**config.mk**
```make
export PLATFORM = sky130hd
export DESIGN_NAME = filter_history_sequencer
export DESIGN_NICKNAME = d
export VERILOG_FILES = /design/src/rtl/octane_filter_pkg.sv /design/src/rtl/filter_delay_line.sv /design/src/rtl/filter_history_sequencer.sv
export SDC_FILE = /design/constraint.sdc
export NUM_CORES = 1
export LEC_CHECK = 0
export ABC_AREA = 1
export CAP_MARGIN = 5
export CORE_MARGIN = 10
export CORE_UTILIZATION = 50
export DETAILED_ROUTE_END_ITERATION = 12
export GPL_ROUTABILITY_DRIVEN = 0
export HOLD_SLACK_MARGIN = 0.08
export PLACE_DENSITY_LB_ADDON = 0.1
export SLEW_MARGIN = 25
export SYNTH_ARGS = -nofsm -noshare
export SYNTH_HDL_FRONTEND = slang
export SYNTH_SLANG_ARGS = --single-unit
```
**constraint.sdc**
```tcl
create_clock -name i_Clock -period 2.5 [get_ports i_Clock]
set_input_delay 0.375 -clock i_Clock [delete_from_list [all_inputs] [get_ports i_Clock]]
set_output_delay 0.375 -clock i_Clock [all_outputs]
set_load 0.02 [all_outputs]
```
**src/rtl/octane_filter_pkg.sv**
```systemverilog
// Shared types and constants for the filter-history sequencer.
package octane_filter_pkg;

  localparam int unsigned DATA_WIDTH = 16;
  localparam int unsigned ADDR_WIDTH = 8;
  localparam int unsigned NUM_BANKS  = 3;

  // Bank indices: x[n], x[n-1], x[n-2]
  localparam int unsigned BANK_N  = 0;
  localparam int unsigned BANK_N1 = 1;
  localparam int unsigned BANK_N2 = 2;

  typedef logic signed [DATA_WIDTH-1:0] sample_t;

  typedef enum logic [1:0] {
    ST_IDLE  = 2'd0,
    ST_SWEEP = 2'd1,
    ST_DRAIN = 2'd2,
    ST_CLEAR = 2'd3
  } seq_state_t;

endpackage

```
**src/rtl/filter_delay_line.sv**
```systemverilog
// Fixed-depth shift register with synchronous clear; used to align addresses and read data.
module filter_delay_line #(
  parameter int unsigned DEPTH = 1,
  parameter int unsigned WIDTH = 1
) (
  input  logic             i_Clock,
  input  logic             i_Reset,
  input  logic [WIDTH-1:0] i_Data,
  output logic [WIDTH-1:0] o_Data
);

  logic [WIDTH-1:0] stage_q [DEPTH];

  // Shift one stage per cycle; reset flushes every stage
  always_ff @(posedge i_Clock) begin
    if (i_Reset) begin
      for (int i = 0; i < int'(DEPTH); i++) begin
        stage_q[i] <= '0;
      end
    end else begin
      stage_q[0] <= i_Data;
      for (int i = 1; i < int'(DEPTH); i++) begin
        stage_q[i] <= stage_q[i-1];
      end
    end
  end

  assign o_Data = stage_q[DEPTH-1];

endmodule

```
**src/rtl/filter_history_sequencer.sv**
```systemverilog
// Sweeps the three-bank filter history: reads each entry, then writes back the shifted history
// once the filter result is available. Also zero-flushes all banks on request.
module filter_history_sequencer #(
  parameter int unsigned NUM_ENTRIES    = 256,
  parameter int unsigned ADDR_WIDTH     = 8,
  parameter int unsigned DATA_WIDTH     = 16,
  parameter int unsigned READ_LATENCY   = 1,
  parameter int unsigned FILTER_LATENCY = 3
) (
  input  logic                    i_Clock,
  input  logic                    i_Reset,
  input  logic                    i_SampleStart,
  input  logic                    i_Clear,
  output logic [3*ADDR_WIDTH-1:0] o_ReadAddress,
  output logic                    o_ReadValid,
  input  logic [3*DATA_WIDTH-1:0] i_FilterDataOut,
  input  logic [DATA_WIDTH-1:0]   i_NewSample,
  output logic [ADDR_WIDTH-1:0]   o_WriteAddress,
  output logic [2:0]              o_WriteEnable,
  output logic [3*DATA_WIDTH-1:0] o_WriteData,
  output logic                    o_Busy,
  output logic                    o_Done,
  output logic                    o_Overrun
);

  import octane_filter_pkg::seq_state_t;
  import octane_filter_pkg::ST_IDLE;
  import octane_filter_pkg::ST_SWEEP;
  import octane_filter_pkg::ST_DRAIN;
  import octane_filter_pkg::ST_CLEAR;
  import octane_filter_pkg::BANK_N;
  import octane_filter_pkg::BANK_N1;
  import octane_filter_pkg::BANK_N2;

  localparam int unsigned WRITE_DELAY = READ_LATENCY + FILTER_LATENCY;
  localparam int unsigned PIPE_WIDTH  = ADDR_WIDTH + 1;
  localparam logic [ADDR_WIDTH-1:0] LAST_ADDR = ADDR_WIDTH'(NUM_ENTRIES - 1);

  // Elaboration-time sanity on the geometry
  if (NUM_ENTRIES <= WRITE_DELAY) begin : g_bad_depth
    $error("filter_history_sequencer: NUM_ENTRIES must exceed READ_LATENCY + FILTER_LATENCY");
  end
  if ((64'd1 << ADDR_WIDTH) < 64'(NUM_ENTRIES)) begin : g_bad_addr
    $error("filter_history_sequencer: ADDR_WIDTH too narrow for NUM_ENTRIES");
  end
  if (FILTER_LATENCY < 1) begin : g_bad_filt
    $error("filter_history_sequencer: FILTER_LATENCY must be at least 1");
  end

  seq_state_t            state_q;
  seq_state_t            state_d;
  logic [ADDR_WIDTH-1:0] addr_q;
  logic                  done_q;
  logic                  overrun_q;

  logic                  accept_c;
  logic                  request_c;
  logic                  addr_last_c;
  logic                  rd_valid_c;
  logic [PIPE_WIDTH-1:0] wb_pipe_in_c;
  logic [PIPE_WIDTH-1:0] wb_pipe_out;
  logic                  wb_valid_c;
  logic [ADDR_WIDTH-1:0] wb_addr_c;
  logic                  wb_last_c;
  logic [DATA_WIDTH-1:0] rd_n_dly;
  logic [DATA_WIDTH-1:0] rd_n1_dly;
  logic                  unused_bank2_rd;

  assign request_c    = i_SampleStart | i_Clear;
  assign accept_c     = (state_q == ST_IDLE) && request_c;
  assign addr_last_c  = (addr_q == LAST_ADDR);
  assign rd_valid_c   = (state_q == ST_SWEEP);
  assign wb_pipe_in_c = {rd_valid_c, rd_valid_c ? addr_q : ADDR_WIDTH'(0)};
  assign wb_valid_c   = wb_pipe_out[ADDR_WIDTH];
  assign wb_addr_c    = wb_pipe_out[ADDR_WIDTH-1:0];
  assign wb_last_c    = wb_valid_c && (wb_addr_c == LAST_ADDR);

  // The x[n-2] bank is overwritten, never forwarded
  assign unused_bank2_rd = ^i_FilterDataOut[BANK_N2*DATA_WIDTH +: DATA_WIDTH];

  // Read address/valid delayed to the write-back slot
  filter_delay_line #(
    .DEPTH (WRITE_DELAY),
    .WIDTH (PIPE_WIDTH)
  ) u_wb_pipe (
    .i_Clock (i_Clock),
    .i_Reset (i_Reset),
    .i_Data  (wb_pipe_in_c),
    .o_Data  (wb_pipe_out)
  );

  // x[n] read data aligned with the filter result
  filter_delay_line #(
    .DEPTH (FILTER_LATENCY),
    .WIDTH (DATA_WIDTH)
  ) u_bank_n_pipe (
    .i_Clock (i_Clock),
    .i_Reset (i_Reset),
    .i_Data  (i_FilterDataOut[BANK_N*DATA_WIDTH +: DATA_WIDTH]),
    .o_Data  (rd_n_dly)
  );

  // x[n-1] read data aligned with the filter result
  filter_delay_line #(
    .DEPTH (FILTER_LATENCY),
    .WIDTH (DATA_WIDTH)
  ) u_bank_n1_pipe (
    .i_Clock (i_Clock),
    .i_Reset (i_Reset),
    .i_Data  (i_FilterDataOut[BANK_N1*DATA_WIDTH +: DATA_WIDTH]),
    .o_Data  (rd_n1_dly)
  );

  // State register
  always_ff @(posedge i_Clock) begin
    if (i_Reset) begin
      state_q <= ST_IDLE;
    end else begin
      state_q <= state_d;
    end
  end

  // Next-state decode; clear has priority over start
  always_comb begin
    state_d = state_q;
    case (state_q)
      ST_IDLE: begin
        if (i_Clear) begin
          state_d = ST_CLEAR;
        end else if (i_SampleStart) begin
          state_d = ST_SWEEP;
        end
      end
      ST_SWEEP: begin
        if (addr_last_c) begin
          state_d = ST_DRAIN;
        end
      end
      ST_DRAIN: begin
        if (wb_last_c) begin
          state_d = ST_IDLE;
        end
      end
      ST_CLEAR: begin
        if (addr_last_c) begin
          state_d = ST_IDLE;
        end
      end
      default: state_d = ST_IDLE;
    endcase
  end

  // Address counter, completion and overrun flags
  always_ff @(posedge i_Clock) begin
    if (i_Reset) begin
      addr_q    <= '0;
      done_q    <= 1'b0;
      overrun_q <= 1'b0;
    end else begin
      if (accept_c) begin
        addr_q <= '0;
      end else if (((state_q == ST_SWEEP) || (state_q == ST_CLEAR)) && !addr_last_c) begin
        addr_q <= addr_q + ADDR_WIDTH'(1);
      end
      done_q    <= ((state_q == ST_DRAIN) && wb_last_c) ||
                   ((state_q == ST_CLEAR) && addr_last_c);
      overrun_q <= (state_q != ST_IDLE) && request_c;
    end
  end

  // Output decode: reads during sweep, write-back from the pipe, or zero writes during clear
  always_comb begin
    o_ReadAddress  = '0;
    o_ReadValid    = 1'b0;
    o_WriteAddress = '0;
    o_WriteEnable  = 3'b000;
    o_WriteData    = '0;
    o_Busy         = (state_q != ST_IDLE);
    o_Done         = done_q;
    o_Overrun      = overrun_q;
    if (rd_valid_c) begin
      o_ReadValid   = 1'b1;
      o_ReadAddress = {3{addr_q}};
    end
    if (state_q == ST_CLEAR) begin
      o_WriteAddress = addr_q;
      o_WriteEnable  = 3'b111;
    end else if (wb_valid_c) begin
      o_WriteAddress = wb_addr_c;
      o_WriteEnable  = 3'b111;
      o_WriteData[BANK_N*DATA_WIDTH  +: DATA_WIDTH] = i_NewSample;
      o_WriteData[BANK_N1*DATA_WIDTH +: DATA_WIDTH] = rd_n_dly;
      o_WriteData[BANK_N2*DATA_WIDTH +: DATA_WIDTH] = rd_n1_dly;
    end
  end

endmodule

```
# Yosys cells after proc, flatten, opt, wreduce, memory -nomap -nowiden
# Memory sizes are Yosys's and may differ from the RTL's.
# Cells that the tools add are included.
classes:
  addsub: 1
  n_eq_ne: 9
  n_mux: 28
  n_bitwise: 11
  reduce_logical: 13
op_table:
  columns: ["op", "count"]
  rows:
  - ["$mux W16", 6]
  - ["$mux W48", 2]
  - ["$mux W9", 4]
  - ["$mux W24", 1]
  - ["$mux W8", 3]
  - ["$eq A8 B8 Y1 const B", 2]
  - ["$or A1 B1 Y1", 11]
  - ["$mux W2", 5]
  - ["$add A8 B1 Y8 const B", 1]
  - ["$pmux W2 S4", 1]
  - ["$logic_and A1 B1 Y1", 6]
  - ["$mux W3", 2]
  - ["$ne A2 B2 Y1 const B", 3]
  - ["$eq A2 B2 Y1 const B", 2]
  - ["$mux W1", 4]
  - ["$reduce_and A4 Y1", 1]
  - ["$ne A3 B3 Y1 const B", 1]
  - ["$eq A2 B1 Y1 const B", 1]
  - ["$logic_not A2 Y1", 1]
  - ["$logic_or A1 B1 Y1", 2]
  - ["$reduce_bool A2 Y1", 1]
  - ["$reduce_or A2 Y1", 1]
  - ["$logic_not A1 Y1", 1]
totals:
  register_bits: 12
  ram_bits: 132
  input_bits: 68
  output_inout_bits: 87
  memories: 3
memory_table:
  columns: ["name", "depth", "word_bits", "rd", "rd_clocked_by_memory_dff", "write_ports", "line", "rtl"]
  rows:
  - ["u_bank_n1_pipe.stage_q", 3, 16, 3, 0, 3, "filter_delay_line.sv:12", "logic [WIDTH-1:0] stage_q [DEPTH];"]
  - ["u_bank_n_pipe.stage_q", 3, 16, 3, 0, 3, "filter_delay_line.sv:12", null]
  - ["u_wb_pipe.stage_q", 4, 9, 4, 0, 4, "filter_delay_line.sv:12", null]

# Longest topological paths before layout
depth:
  depth_word: 4
  mapped_depth: 9
  mapped_depth_nobuf: 9

# Hierarchy
# Synthesis repeated with hierarchy kept, for this count alone.
unflattened:
  cells_unflattened: 701
  area_unflattened_um2: 5412.7
by_module_without_submodules:
  columns: ["module", "n_inst", "cells_per_inst", "area_each_um2"]
  rows:
  - ["filter_delay_line (u_bank_n1_pipe ...)", 2, 165, 1485.2]
  - ["filter_history_sequencer", 1, 259, 1401.3]
  - ["filter_delay_line (u_wb_pipe)", 1, 112, 1041.0]

# Least setup slack after synthesis
# No wires, ideal clock.
synth_timing:
  kind: "reg-to-output"
  startpoint: "register state_q[0]"
  endpoint: "output port o_ReadAddress[17]"
  t_arrival_ns: 1.341
  path_slack_ns: 0.784
  path_stages_with_launch: 7
  n_path_buf: 2
  path_cell_list: "dfxtp_1 -> buf_4 -> inv_2 -> nor2_4 -> inv_2 -> nor2_1 -> buf_4"
synth_between:
  elab_chain_len: 2
synth_rtl:
  columns: ["item", "line", "rtl"]
  rows:
  - ["start, declared", "filter_history_sequencer.sv:50", "seq_state_t state_q;"]
  - ["start signal, assigned", "filter_history_sequencer.sv:119", "state_q <= state_d;"]
  - ["$eq A2 B1 Y1", "filter_history_sequencer.sv:72", "assign rd_valid_c = (state_q == ST_SWEEP);"]
  - ["$mux W24", "filter_history_sequencer.sv:181", "if (rd_valid_c) begin"]
  - ["end, declared", "filter_history_sequencer.sv:14", "output logic [3*ADDR_WIDTH-1:0] o_ReadAddress,"]
# Every way passes these cells.

# Final worst setup path
layout_timing:
  startpoint: "register state_q[0]"
  endpoint: "output port o_ReadAddress[6]"
# Same word-level chain as after synthesis.

==> out/metrics.csv <==
metric;value;unit
clock root buffer;clkbuf_8;
final hold violation count;0;
Area Growth Syn to Fin;41.22;%
critical path startpoint category;flip-flop;
Hold-fix buffers, CTS;0;
Mapped Cells;659;
synth cell count leaders;nor2_1, dfxtp_1, inv_1, nand2_1, buf_2;
register area share after synthesis;57.36;%
R2R Path Start;addr_q[1];
final setup violation count;0;
Post-CTS Resized;6;
DR vias;3991;
DRT antenna net count;0;
initial antenna violation count;0;
Synth area leaders;dfxtp_1, nor2_1, inv_1;
Final min period;2.450;ns
clk_skew;0.01052;ns
Most used DFF post-synth;dfxtp_1;
net switching power;0.001236;W
gr usage total;15.27;%
# Max-Cap Violations;0;
clock share of power;46.4;%
hpwl dp;7895;µm
# fillers;747;
clock slew at reported path FFs;0.07;ns
top cell type's share of synthesized area;57.36;%
CTS tree;done;
PnR Total Power;0.005148;W
H-tree depth;4;
FMAX;0.4081;GHz
depth of the most critical reg-to-reg path;8;
die area;14460;µm²
worst-skew pair later-pin latency;0.51;ns
post-synthesis async set-or-reset flop share;0;%
end of the worst register-to-register path;addr_q[2];
Synth cell types;22;
final WL;11390;µm
Pwr Density;725.3;nW/µm²
Post-synth EDFFs;0;
CTS buffer count;17;
via density per instance;4.329;
core area;9774;µm²
Die X;120.3;µm
crit path from;state_q[0];
Initial Utilization;51.42;%
Worst Setup Path Type;flip-flop to output port;
1st-iter DRT viols;213;
Leak Pwr;3.935;nW
Die Y;120.3;µm
Relative slew margins;62.46;%
Sw Ratio;24.02;%
R2R setup slack;1.01;ns
iteration count of the initial detailed-routing pass;5;
Worst setup EP type;output port;
drt wl/cell;12.35;µm
first-pass GRT wire length;17940;µm
Least-Margin Pin Slew;0.5631;ns
status;finished clean;
Port Buffers;138;
Final Max Tran Viols;0;
most common cell in the netlist;nor2_1;
largest area contributor in the netlist;dfxtp_1;
Worst Setup EP;o_ReadAddress[6];
Worst EP required;2.12;ns
grt ovf;0;
layout cells sized above 1;7.224;%
number of global-route vias before repair;3774;
Comb power frac;7.0;%
number of synthesized register bits;144;
Reg power frac;46.7;%
Top-Level Pins;155;
layout net count;845;
internal power;0.003912;W
clk sinks;144;
hold_ws;0.3449;ns
worst path arrival time;2.08;ns
Post-CTS Setup Inserts;0;
Max Root-Sink Buffers;2;
largest net degree at the start of global routing;76;
syn nets;728;
Hold Crit Class;primary input to flip-flop;
Final period util;98.02;%
yosys warns;0;
crit path max fanout;9;
Remaining DRCs;0;
mapped cell area;5026;µm²
Syn Area/Cell;7.627;µm²
antenna cells;0;
Cell Rows;36;
VDD IR max;0.5909;mV
[critical path, cell delays in order (launching register included)]
cell and delay [ns]:
dfxtp_2 0.43, inv_2 0.08, nor2_4 0.12, inv_2 0.10, nor2_1 0.18, clkdlybuf4s50_1 0.66
[cells by family after synthesis]
group,Yosys count,synth area share [%]
fa+ha+maj,1,0.2489
flops,144,57.36
xor+xnor,1,0.1743
buf+inv,189,16.18
compound gates,20,2.141
simple gates,304,23.90
[state kept, by name, indices dropped and copies added, names as in the netlist]
name / cells
o_Done: 1
u_bank_n_pipe.stage_q: 48
u_wb_pipe.stage_q: 36
state_q: 2
o_Overrun: 1
addr_q: 8
u_bank_n1_pipe.stage_q: 48
[metrics by stage]
stage	setup TNS, ns	setup slack, ns	cells	utilization [%]	area (µm²)
floorplan	0	0.7842	659	-	5026
global placement	0	0.4034	890	65.22	6375
detailed placement	0	0.3836	890	65.22	6375
CTS	0	0.01800	922	71.12	6952
global route	-0.04419	-0.04419	922	72.62	7098
finish	0	0.04951	922	72.62	7098
[power by group through the flow]
stage          logic (W)  registers, W  clock network, W
5_1_grt         0.000402       0.00241           0.00253
3_3_place_gp    0.000348       0.00245                 0
4_1_cts         0.000360       0.00240           0.00243
2_1_floorplan   0.000213       0.00244                 0
3_5_place_dp    0.000357       0.00245                 0
6_report        0.000358       0.00240           0.00239
[layout make-up]
class	instances	area (µm²)	share of cell area (%)
Clock buffer	18	427.9	6.029
Clock inverter	14	143.9	2.027
Inverter	144	545.5	7.686
Multi-Input combinational cell	326	1330	18.74
Sequential cell	144	2889	40.70
Tap cell	133	166.4	2.344
Timing Repair Buffer	143	1595	22.47
[worst min path at each step]
stage                                       from                       endpoint  cells past startpoint
floorplan           u_bank_n1_pipe.stage_q[0][0]  u_bank_n1_pipe.stage_q[0][16]                      2
global placement         u_wb_pipe.stage_q[2][8]        u_wb_pipe.stage_q[3][8]                      2
detailed placement  u_bank_n_pipe.stage_q[0][27]   u_bank_n_pipe.stage_q[0][43]                      2
CTS                                      i_Reset        u_wb_pipe.stage_q[3][1]                      2
global route                             i_Reset   u_bank_n_pipe.stage_q[0][30]                      2
finish                                   i_Reset        u_wb_pipe.stage_q[2][8]                      2
[routing by layer]
metal,GRT usage [%],vias up,share of wire [%]
met3,5.398,8,6.4
met5,0,-,0
met1,16.91,1768,42
met4,4.977,0,0.79
li1,-,2089,-
met2,26.79,126,51
[cells in the final DEF (no fill, tap or decap), types with 3 or more instances in the layout]
cell type	instances
nand2_1	79
nor3_1	4
buf_12	3
nand3_1	14
nor2_1	196
inv_8	3
dlymetal6s2s_1	56
clkbuf_16	16
a21oi_1	7
inv_1	138
clkdlybuf4s50_1	79
o21ai_0	11
inv_2	5
nor2_2	3
inv_6	6
dfxtp_1	141
clkinvlp_4	3
(Power assumes the default switching activity.)
